**src/rtl/ipsxe_floating_point_invsqrt_pack_v1_0.sv**
```systemverilog
`default_nettype none
// ============================================================================
// Module   : ipsxe_floating_point_invsqrt_pack_v1_0
// Desc     : invsqrt output stage - aligns side info with the rounding APM,
//            applies IEEE specials, packs the word into a credit-based FIFO.
//            Optional macro INVSQRT_PACK_FLAGS_EN adds o_flags {invalid, divbyzero}.
// Revision : 1.0 - initial release
// ============================================================================
module ipsxe_floating_point_invsqrt_pack_v1_0 #(
    parameter int EXP_WIDTH   = 8,
    parameter int MAN_WIDTH   = 23,
    parameter int APM_LATENCY = 2,
    parameter int DEPTH       = 4
) (
    input  logic                           i_clk,
    input  logic                           i_rst,
    input  logic                           i_valid,
    input  logic                           i_sign,
    input  logic [EXP_WIDTH-1:0]           i_exp,
    input  logic [1:0]                     i_class,
    input  logic [MAN_WIDTH+1:0]           i_z_rnd,
    output logic                           o_in_ready,
    output logic                           o_valid,
    output logic [EXP_WIDTH+MAN_WIDTH:0]   o_result,
`ifdef INVSQRT_PACK_FLAGS_EN
    output logic [1:0]                     o_flags,
`endif
    input  logic                           i_ready
);

    localparam int RES_W  = 1 + EXP_WIDTH + MAN_WIDTH;
    localparam int SIDE_W = 1 + EXP_WIDTH + 2;
`ifdef INVSQRT_PACK_FLAGS_EN
    localparam int ENTRY_W = RES_W + 2;
`else
    localparam int ENTRY_W = RES_W;
`endif
    localparam int PTR_W = (DEPTH > 1) ? $clog2(DEPTH) : 1;
    localparam int CNT_W = $clog2(DEPTH + 1);
    localparam int SUM_W = $clog2(DEPTH + APM_LATENCY + 2) + 1;

    logic                 accept;
    logic [SIDE_W-1:0]    in_side;
    logic                 tap_valid;
    logic [SIDE_W-1:0]    tap_side;
    logic [SUM_W-1:0]     a_inflight;

    // Words offered without credit are dropped here and never enter the pipe.
    assign accept  = i_valid && o_in_ready;
    assign in_side = {i_sign, i_exp, i_class};

    generate
        if (APM_LATENCY == 0) begin : g_no_delay
            assign tap_valid  = accept;
            assign tap_side   = in_side;
            assign a_inflight = '0;
        end else begin : g_delay
            logic [APM_LATENCY-1:0] dv;
            logic [SIDE_W-1:0]      ds [APM_LATENCY];

            always_ff @(posedge i_clk) begin
                if (i_rst) begin
                    dv <= '0;
                end else begin
                    dv[0] <= accept;
                    for (int i = 1; i < APM_LATENCY; i++) begin
                        dv[i] <= dv[i-1];
                    end
                end
            end

            always_ff @(posedge i_clk) begin
                ds[0] <= in_side;
                for (int i = 1; i < APM_LATENCY; i++) begin
                    ds[i] <= ds[i-1];
                end
            end

            always_comb begin
                a_inflight = '0;
                for (int i = 0; i < APM_LATENCY; i++) begin
                    a_inflight = a_inflight + SUM_W'(dv[i]);
                end
            end

            assign tap_valid = dv[APM_LATENCY-1];
            assign tap_side  = ds[APM_LATENCY-1];
        end
    endgenerate

    logic                 t_sign;
    logic [EXP_WIDTH-1:0] t_exp;
    logic [EXP_WIDTH-1:0] exp_inc;
    logic [1:0]           t_class;
    logic [RES_W-1:0]     next_result;
    logic                 unused_hidden;

    assign t_sign        = tap_side[SIDE_W-1];
    assign t_exp         = tap_side[SIDE_W-2:2];
    assign t_class       = tap_side[1:0];
    assign exp_inc       = t_exp + EXP_WIDTH'(1);
    assign unused_hidden = i_z_rnd[MAN_WIDTH];

    // A carry into an exponent of all-ones naturally encodes +inf with frac=0.
    always_comb begin
        next_result = '0;
        case (t_class)
            2'b00: begin
                if (i_z_rnd[MAN_WIDTH+1]) begin
                    next_result = {1'b0, exp_inc, {MAN_WIDTH{1'b0}}};
                end else begin
                    next_result = {1'b0, t_exp, i_z_rnd[MAN_WIDTH-1:0]};
                end
            end
            2'b01:   next_result = {t_sign, {EXP_WIDTH{1'b1}}, {MAN_WIDTH{1'b0}}};
            2'b10:   next_result = '0;
            default: next_result = {1'b0, {EXP_WIDTH{1'b1}}, 1'b1, {(MAN_WIDTH-1){1'b0}}};
        endcase
    end

    logic               b_valid;
    logic [RES_W-1:0]   b_result;
    logic [ENTRY_W-1:0] entry_in;

    always_ff @(posedge i_clk) begin
        if (i_rst) begin
            b_valid <= 1'b0;
        end else begin
            b_valid <= tap_valid;
        end
    end

    always_ff @(posedge i_clk) begin
        b_result <= next_result;
    end

`ifdef INVSQRT_PACK_FLAGS_EN
    logic [1:0] b_flags;

    always_ff @(posedge i_clk) begin
        b_flags <= {t_class == 2'b11, t_class == 2'b01};
    end

    assign entry_in = {b_flags, b_result};
`else
    assign entry_in = b_result;
`endif

    logic [ENTRY_W-1:0] mem [DEPTH];
    logic [PTR_W-1:0]   wr_ptr;
    logic [PTR_W-1:0]   rd_ptr;
    logic [CNT_W-1:0]   count;
    logic               push;
    logic               pop;
    logic [ENTRY_W-1:0] head;

    function automatic logic [PTR_W-1:0] ptr_inc(input logic [PTR_W-1:0] p);
        return (p == PTR_W'(DEPTH - 1)) ? '0 : p + PTR_W'(1);
    endfunction

    assign pop  = o_valid && i_ready;
    assign push = b_valid && ((count < CNT_W'(DEPTH)) || pop);

    always_ff @(posedge i_clk) begin
        if (i_rst) begin
            count  <= '0;
            wr_ptr <= '0;
            rd_ptr <= '0;
        end else begin
            if (push) begin
                wr_ptr <= ptr_inc(wr_ptr);
            end
            if (pop) begin
                rd_ptr <= ptr_inc(rd_ptr);
            end
            case ({push, pop})
                2'b10:   count <= count + CNT_W'(1);
                2'b01:   count <= count - CNT_W'(1);
                default: count <= count;
            endcase
        end
    end

    always_ff @(posedge i_clk) begin
        if (push) begin
            mem[wr_ptr] <= entry_in;
        end
    end

    assign head     = mem[rd_ptr];
    assign o_valid  = (count != '0);
    assign o_result = o_valid ? head[RES_W-1:0] : '0;
`ifdef INVSQRT_PACK_FLAGS_EN
    assign o_flags  = o_valid ? head[ENTRY_W-1 -: 2] : 2'b00;
`endif

    // Credit counts every accepted word not yet popped; a same-cycle pop is ignored.
    assign o_in_ready = (SUM_W'(count) + a_inflight + SUM_W'(b_valid)) < SUM_W'(DEPTH);

endmodule
`default_nettype wire

```
**config.mk**
```make
export PLATFORM = sky130hd
export DESIGN_NAME = ipsxe_floating_point_invsqrt_pack_v1_0
export DESIGN_NICKNAME = d
export VERILOG_FILES = /design/src/rtl/ipsxe_floating_point_invsqrt_pack_v1_0.sv
export SDC_FILE = /design/constraint.sdc
export NUM_CORES = 1
export LEC_CHECK = 0
export BUFFER_PORTS_ARGS = -buffer_cell sky130_fd_sc_hd__buf_4
export CAP_MARGIN = 0
export CORE_MARGIN = 2
export CORE_UTILIZATION = 55
export DETAILED_ROUTE_END_ITERATION = 10
export PLACE_DENSITY = 0.75
export RECOVER_POWER = 25
export REMOVE_ABC_BUFFERS = 1
export SYNTH_ARGS = -nofsm -noshare
export SYNTH_HDL_FRONTEND = slang
export SYNTH_SLANG_ARGS = --single-unit
```
**constraint.sdc**
```tcl
create_clock -name i_clk -period 3 [get_ports i_clk]
set_clock_uncertainty 0.15 [all_clocks]
set_input_delay 0.6 -clock i_clk [delete_from_list [all_inputs] [get_ports i_clk]]
set_output_delay 0.6 -clock i_clk [all_outputs]
set_load 0.02 [all_outputs]
```
; After elaboration in Yosys (flattened, before gate mapping)
; Memories as Yosys holds them, arrays and structs flattened. A register that Yosys moved wholly into a read port is not among the register bits.
; Cells that the tools add are included.
[word_totals]
wordCells = 41
memories = 2
regBits = 42
latch_bits = 0
input_bits = 40
output_inout_bits = 34
ram_bits = 150
mem_bits_ro = 0
[mem_list]
columns = memory, words, width, read_ports, rd_ports_with_merged_regs, write_ports, line_no
row1 = mem, 4, 32, 1, 1, 1, 149  ; logic [ENTRY_W-1:0] mem [DEPTH];
row2 = g_delay.ds, 2, 11, 2, 0, 2, 59  ; logic [SIDE_W-1:0] ds [APM_LATENCY];
[op_classes]
bitwise_logic = 0
n_addsub = 8
mul = 0
eq_ne = 6
reduce_logical = 7
mux = 10
magnitude_cmp = 2
div_mod_pow = 0
shifts = 0
[ops]
columns = op, count
row1 = case mux 32 bit (3 select lines), 1
row2 = two-way mux 32 bit, 1
row3 = two-way mux 31 bit, 1
row4 = adder 8 x 1 -> 8 bit (second input constant), 1
row5 = == test 2 bit (second input constant), 4
row6 = two-way mux 2 bit, 4
row7 = case mux 3 bit (2 select lines), 1
row8 = adder 2 x 1 -> 2 bit (second input constant), 2
row9 = adder 3 x 2 -> 4 bit, 1
row10 = adder 4 x 1 -> 4 bit, 1
row11 = == test 2 x 1 -> 1 bit (second input constant), 2
row12 = < comparator 4 x 3 -> 1 bit (second input constant), 1
row13 = adder 3 x 1 -> 3 bit (second input constant), 1
row14 = logical AND 1 bit, 3
row15 = < comparator 3 bit (second input constant), 1
row16 = nonzero test 3 bit, 1
row17 = subtractor 3 x 1 -> 3 bit (second input constant), 1
row18 = adder 1 x 1 -> 2 bit, 1
row19 = logical NOT 2 bit, 1
row20 = two-way mux 1 bit, 2
row21 = nonzero test 2 bit, 1
row22 = logical OR 1 bit, 1

; Logic depth before layout (Yosys ltp)
; Gate-level depths: netlist of run 1.
[depth]
word_depth = 6
ltp_mapped = 9
ltp_nobuf = 9

; Worst setup path after synthesis of run 1
; No wires, ideal clock.
[synth_path]
path_type = flip-flop to output port
from = register count[0]
to = output port o_in_ready
n_path_buf = 0
arrival_time_ps = 1739
required_ps = 2250
path_stages_with_launch = 6
path_slack_ps = 511
path_cell_list = dfxtp_1 > inv_1 > fa_1 > inv_1 > ha_1 > a311oi_1
[synth_between]
elab_chain_cells = 3
[synth_lines]
columns = item, line_no
row1 = start: declaration, 152  ; logic [CNT_W-1:0] count;
row2 = start signal: assignment, 177  ; 2'b10: count <= count + CNT_W'(1);
row3 = start signal: assignment, 178  ; 2'b01: count <= count - CNT_W'(1);
row4 = start signal: assignment, 179  ; default: count <= count;
row5 = adder 3 x 2 -> 4 bit, 198  ; assign o_in_ready = (SUM_W'(count) + a_inflight + SUM_W'(b_valid)) < SUM_W'(DEPTH);
row6 = adder 4 x 1 -> 4 bit, 198
row7 = < comparator 4 x 3 -> 1 bit, 198
row8 = end: declaration, 22  ; output logic o_in_ready,
; Every way passes these cells.

; Worst setup path in the final report of run 1
; Same ends and word-level chain as after synthesis.

==> summary.md, run 1 <==
| Metric | Value |
|---|---|
| Clk buf depth | 2 |
| Post-Syn Area | between 6000 and 7000 um2 |
| Post-DP HPWL | 6940 um |
| Worst Path Max Fanout | 4 |
| Core area | 12200 um2 |
| Register area share after synthesis | 74.7% |
| Routed wire length | 11300 um |
| Post-CTS setup buffers | 0 |
| Clock Tree Root | clkbuf_16 |
| DRC | 0 |
| Commonest non-fill, non-tap cell in the layout | edfxtp_1 |
| Die footprint | 13500 um2 |
| Worst slew pin tran | ~0.5 ns |
| Fin nets | 526 |
| Post-synth top area share | approximately 56% |
| FMAX | 0.357 GHz |
| Syn avg cell area | 17.9 um2 |
| Final Hold Fails | 0 |
| Die Ht | 116 um |
| Number of I/O port buffers | 72 |
| Data required, critical path | 2.25 ns |
| Largest net degree at the start of global routing | 34 |
| Finished Layout Cells | 657 |
| Starting Density | 56.9% |
| CP arrival | approximately 2.1 ns |
| Detailed Routing Iterations Pass 1 | 4 |
| Final Cycle Share | 93.5% |
| Area growth from synthesis to layout | 19.9% |
| Cell accounting for the most synthesized area | edfxtp_1 |
| Setup TNS | 0 ns |
| Die X-Extent | about 120 um |
| Grt total ovfl | 0 |
| Dpl cells | about 630 |
| Antenna Nets Post-Route | 0 |
| Unrepaired setup endpoints after global routing | no |
| Row cnt | 40 |
| CTS tree | yes |
| Syn Inst Count | 387 |
| Total GRT Usage | a little under a fifth |
| Status | finished, final reports clean |
| DRT iter0 DRCs | 282 |
| Layout cells sized above 1 | 32.1% |
| Clk sink count | 194 |
| Synthesized flop and latch total | 194 |
| Pleak | 2.98 nW |
| Tmin final | 2.80 ns |
| Initial antenna violation count | 0 |
| Worst vdd ir | about 0.53 mV |
| Slew HR | 66.4% |
| Vias in the first global route | 3501 |
| Maxcap violations | 0 |
| Commonest cells after routing, fill and taps aside | edfxtp_1, buf_4, dfxtp_1, nor2b_1, mux4_2 |
| Clock latency on the worst-skew pair | 0.42 ns |
| Vias/cell | 5.16 |
| CTS Buf Count | 17 |
| WHS | 0.147 ns |
| Distinct cells, synth | 30 |
| IO Count | 74 |
| Hold Path Class | in2reg |
| Kind of critical path | reg2out |
| Diode count | 0 |
| First-pass GRT wire length | 17600 um |
| GP Congestion | 0.692 |
| Synth area leaders | edfxtp_1, dfxtp_1, mux4_2 |
| H-tree levels | 4 |
| CP Launch Type | flop |
| Setup crit end kind | output port |
| Vias | 3387 |
| Synth Warn # | 0 |
| PwrDens | 716 nW/um2 |
| Setup violators final | 0 |
| Worst-path clk slew | 0.07 ns |
| Slew Viols, Final | 0 |
| Avg WL per Cell | 17.1 um |
logic make-up after synthesis:
kind of cell / count (synthesis) / synth area share [%]
flip-flops: 194 / 74.7
AND/OR/NAND/NOR: 95 / 8.22
multiplexers: 34 / 10.7
buffers and inverters: 29 / 2.12
AO/OA/AOI/OAI: 19 / 1.47
adder cells (fa/ha/maj): 10 / 2.03
XOR/XNOR: 6 / 0.760
stage by stage:
step                total power, mW  setup slack [ns]  instance area, um2  util (%)
detailed placement             3.75             0.410                7690      63.2
floorplan                      3.43           -0.0321                6820         -
global route                   6.14            0.0562                8290      68.1
global placement               3.73             0.473                7690      63.2
finish                         5.93             0.195                8290      68.1
CTS                            5.99            0.0243                8280      68.1
layout make-up:
type	count	area [um2]
clock buffers	20	437
clock inverters	12	156
fillers	822	3870
inverters	14	52.6
multi-input cells	164	1630
flip-flops and latches	194	5170
well taps	168	210
repair buffers	85	638
Yosys cell counts:
library cell,count
o31ai_1,1
xnor2_1,1
or4_1,4
edfxtp_1,128
nand3_1,5
and3b_1,1
a311oi_1,1
fa_1,2
nand4_1,2
xor2_1,5
nor2_1,9
a21oi_1,5
nand4_2,1
nor3_1,1
mux2i_1,2
nand3b_1,1
nand2_1,6
buf_4,1
ha_1,8
or3_1,2
nor3_2,1
buf_2,3
nor2b_1,36
clkbuf_1,7
mux4_2,32
inv_1,14
and2_1,26
dfxtp_1,66
buf_6,4
o21ai_0,12
what timing repair did:
action / CTS / global route
hold buffers: 0 / 0
resized for setup: 0 / 2
setup endpoints to repair: 0 / 1
critical path, stage by stage (launching register included):
cell and delay (ns):
dfxtp_2 0.38, inv_1 0.09, fa_1 0.36, inv_1 0.06, ha_1 0.22, a311oi_2 0.32
buf_4 0.20
final timing paths:
path / slack, ns / startpoint / endpoint / cells after the start
setup / recovery: 0.20 / count[0] / o_in_ready / 6
hold / removal: 0.15 / i_class[1] / g_delay.ds[0][1] / 1
setup reg to reg: 0.60 / count[2] / count[2] / 9
hold reg to reg: 0.18 / g_delay.ds[0][9] / g_delay.ds[0][20] / 0
metal layers:
metal	vias to the layer above	global-route usage (%)	part of all wire (%)
met3	10	4.67	3.2
met2	72	30.9	52
met4	0	8.10	1.2
met5	-	0	0
met1	1689	21.9	43
li1	1616	-	-
state kept, by name, summed over array words and instances (netlist names), named ones only:
register,cells
b_valid,1
count,3
rd_ptr,2
mem,128
g_delay.ds,22
wr_ptr,2
b_result,32
g_delay.dv,2
where the power goes:
part | leakage [nW] | internal, mW | switching, mW
Clock | 0.277 | 1.32 | 0.933
Sequential | 1.72 | 2.90 | 0.0450
Combinational | 0.980 | 0.346 | 0.397
No activity file was read; power rests on OpenSTA's default activity.
==> inputs of run 2 (changes only) <==
Settings changed: ABC_AREA set to 1, CTS_BUF_LIST set to sky130_fd_sc_hd__clkbuf_16.
==> run 2 against run 1 <==
Against the previous run: via count rose by 37%; final cell count grew 34%; register-to-register slack gained 0.20 ns; flip-flop and latch count unchanged; die area grew 2.4%; critical path type unchanged; critical endpoint is now o_result[23]; largest cell class unchanged.
==> summary.md, run 2 <==
| Metric | Value |
|---|---|
| R2R setup slack | 0.80 ns |
| Hold Path Class | in2reg |
| Die footprint | 13800 um2 |
| Synth Warn # | 0 |
| Kind of critical path | reg2out |
| Worst vdd ir | 0.504 mV |
| Commonest cells after routing, fill and taps aside | nor2_1, edfxtp_1, buf_4, dfxtp_1, nand2_1 |
| Hold endpoint | g_delay.ds[0][0] |
| CP Launch Type | flop |
| CP Buf/Inv Count | 2 |
| Row cnt | 41 |
| DRC | 0 |
| Most flops, register | mem |
| Avg WL per Cell | 16.0 um |
| Vias/cell | between 5 and 6 |
| Largest net degree at the start of global routing | 37 |
| Detailed Routing Iterations Pass 1 | 5 |
| Post-synth top area share | 54.2% |
| Diode count | 0 |
| Slew Viols, Final | 0 |
| Total GRT Usage | 21.0% |
| Commonest non-fill, non-tap cell in the layout | nor2_1 |
| Post-synth EDFFs | 128 |
| Clock latency on the worst-skew pair | roughly 0.42 ns |
| Placement Setup Slack | approximately 0.45 ns |
| WHS | around 0.15 ns |
| Clock Tree Root | clkbuf_16 |
| Top flop regs | mem x128, b_result x32, g_delay.ds x22 |
| Cell accounting for the most synthesized area | edfxtp_1 |
| Starting Density | 56.2% |
| Worst-path clk slew | 0.07 ns |
| Data required, critical path | between 2 and 2.5 ns |
| Worst slew pin tran | a little over 1 ns |
| Largest register FFs | between 100 and 150 |
| Fin nets | ~740 |
| Post_cts resized | 0 |
| CP arrival | 2.16 ns |
| Critical-path top delay cell | dfxtp_2 |
| Number of I/O port buffers | 72 |
| CTS tree | yes |
| CTS Buf Count | 17 |
| Most frequent cell after synthesis | nor2_1 |
| Post-synth top cells | nor2_1, edfxtp_1, dfxtp_1 |
| Hold buffer count at cts | 0 |
| GP Congestion | roughly 0.76 |
| PwrDens | 801 nW/um2 |
| Hold Path Depth | 1 |
| Die X-Extent | 118 um |
| R2r startpoint | count[2] |
| Slew HR | 30.7% |
| Routed wire length | 14000 um |
| R2R depth | 11 |
| Distinct cells, synth | 20 |
| CP delay by family, top | flip-flops |
| Setup TNS | 0 ns |
| Layout cells sized above 1 | approximately 17% |
| Register area share after synthesis | roughly 73% |
| CP max stage delay | between 0.6 and 0.7 ns |
| Worst Path Max Fanout | 28 |
| Maxcap violations | 0 |
| Synthesized flop and latch total | 194 |
| Overall Power | 6.71 mW |
| Grt total ovfl | 0 |
| Initial antenna violation count | 0 |
| Post-CTS setup buffers | 0 |
| IO Count | 74 |
| Antenna Nets Post-Route | 0 |
| Worst hold start | i_class[0] |
| Tmin final | 2.91 ns |
| Clk buf depth | 2 |
| Vias in the first global route | 4682 |
| Final worst slack | 0.0857 ns |
| Pleak | 3.24 nW |
| Setup crit end kind | output port |
| FMAX | 0.343 GHz |
| Setup violators final | 0 |
| First-pass GRT wire length | approximately 22000 um |
| Syn Inst Count | 616 |
| Post-synth ARST share | 0% |
| Vias | 4637 |
| Die Ht | approximately 120 um |
| DRT iter0 DRCs | 313 |
| Prevailing post-synth register cell | edfxtp_1 |
| Area growth from synthesis to layout | 18.1% |
| Status | finished, final reports clean |
| Unrepaired setup endpoints after global routing | no |
| Synth area leaders | edfxtp_1, dfxtp_1, nor2_1 |
| Clk sink count | 194 |
| Reg-to-Reg End | count[2] |
| Worst-path cell chain | buf_12 -> nor2_1 -> nor2_1 -> o21ai_0 -> a21oi_1 -> buf_4 |
| Final Cycle Share | between 90% and 100% |
| Final Hold Fails | 0 |
| Most Frequent Cell on Critical Path | nor2_1 |
| Syn avg cell area | 11.5 um2 |
| Post-DP HPWL | just over 8000 um |
| H-tree levels | 4 |
| Post-Syn Area | slightly above 7000 um2 |
| Fill cells | 959 |
| Core area | 12600 um2 |
## run 2: metrics by stage
stage	std cells	cell area, um2	util, %
detailed placement	846	7820	62.0
finish	878	8370	66.3
global placement	846	7820	62.0
floorplan	588	6910	-
global route	878	8370	66.3
CTS	878	8370	66.3
## run 2: cells by family (layout without fill, tap and decap cells)
kind of cell / count (synthesis) / count (layout) / synth area share [%]
and+or+nand+nor: 241 / 241 / 13.1
AOI/OAI and AO/OA: 112 / 112 / 7.96
adders and majority gates: 10 / 10 / 1.98
buffers and inverters: 59 / 149 / 4.08
DFF: 194 / 194 / 72.9
## run 2: how the worst max path moves through the flow
stage                     startpoint            to  slack [ns]  cells after the start
after floorplan                 flop   o_result[0]       -0.20                      3
after global placement       i_ready      count[2]        0.50                     11
after detailed placement     i_ready      count[2]        0.45                     11
after CTS                       flop  o_result[23]        0.08                      6
after global routing            flop  o_result[23]       0.002                      6
final                           flop  o_result[23]        0.09                      6
## run 2: metal layers
metal	routed length [um]	vias up	global-route usage, %
met2	7240	145	36.7
met4	256	0	8.96
met3	704	24	4.94
li1	-	2229	-
met1	5810	2239	25.1
met5	0	-	0
## run 2: worst reg2reg max path, stage by stage, from the launching register on
cell     delay (ns)
dfxtp_1        0.31
inv_1          0.08
o21ai_2        0.49
ha_1           0.27
inv_1          0.06
fa_1           0.38
inv_1          0.07
nand2_1        0.05
nand3_1        0.09
nand2_1        0.06
nand2_1        0.05
nor2_1         0.04
## run 2: where the power goes
part | leakage [nW] | internal, mW | switching (mW)
Clock | 0.266 | 1.13 | 0.927
Combinational | 1.25 | 0.583 | 1.07
Sequential | 1.72 | 2.92 | 0.0771
Total | 3.24 | 4.63 | 2.07
## run 2: final cells by class
cell class / instances / area (um2) / share of cell area [%]
sequential: 194 / 5170 / 61.7
clock inverter: 15 / 123 / 1.47
multi-input combinational: 363 / 1660 / 19.9
timing repair buffer: 86 / 658 / 7.87
clock buffer: 17 / 425 / 5.08
tap: 172 / 215 / 2.57
inverter: 31 / 116 / 1.39
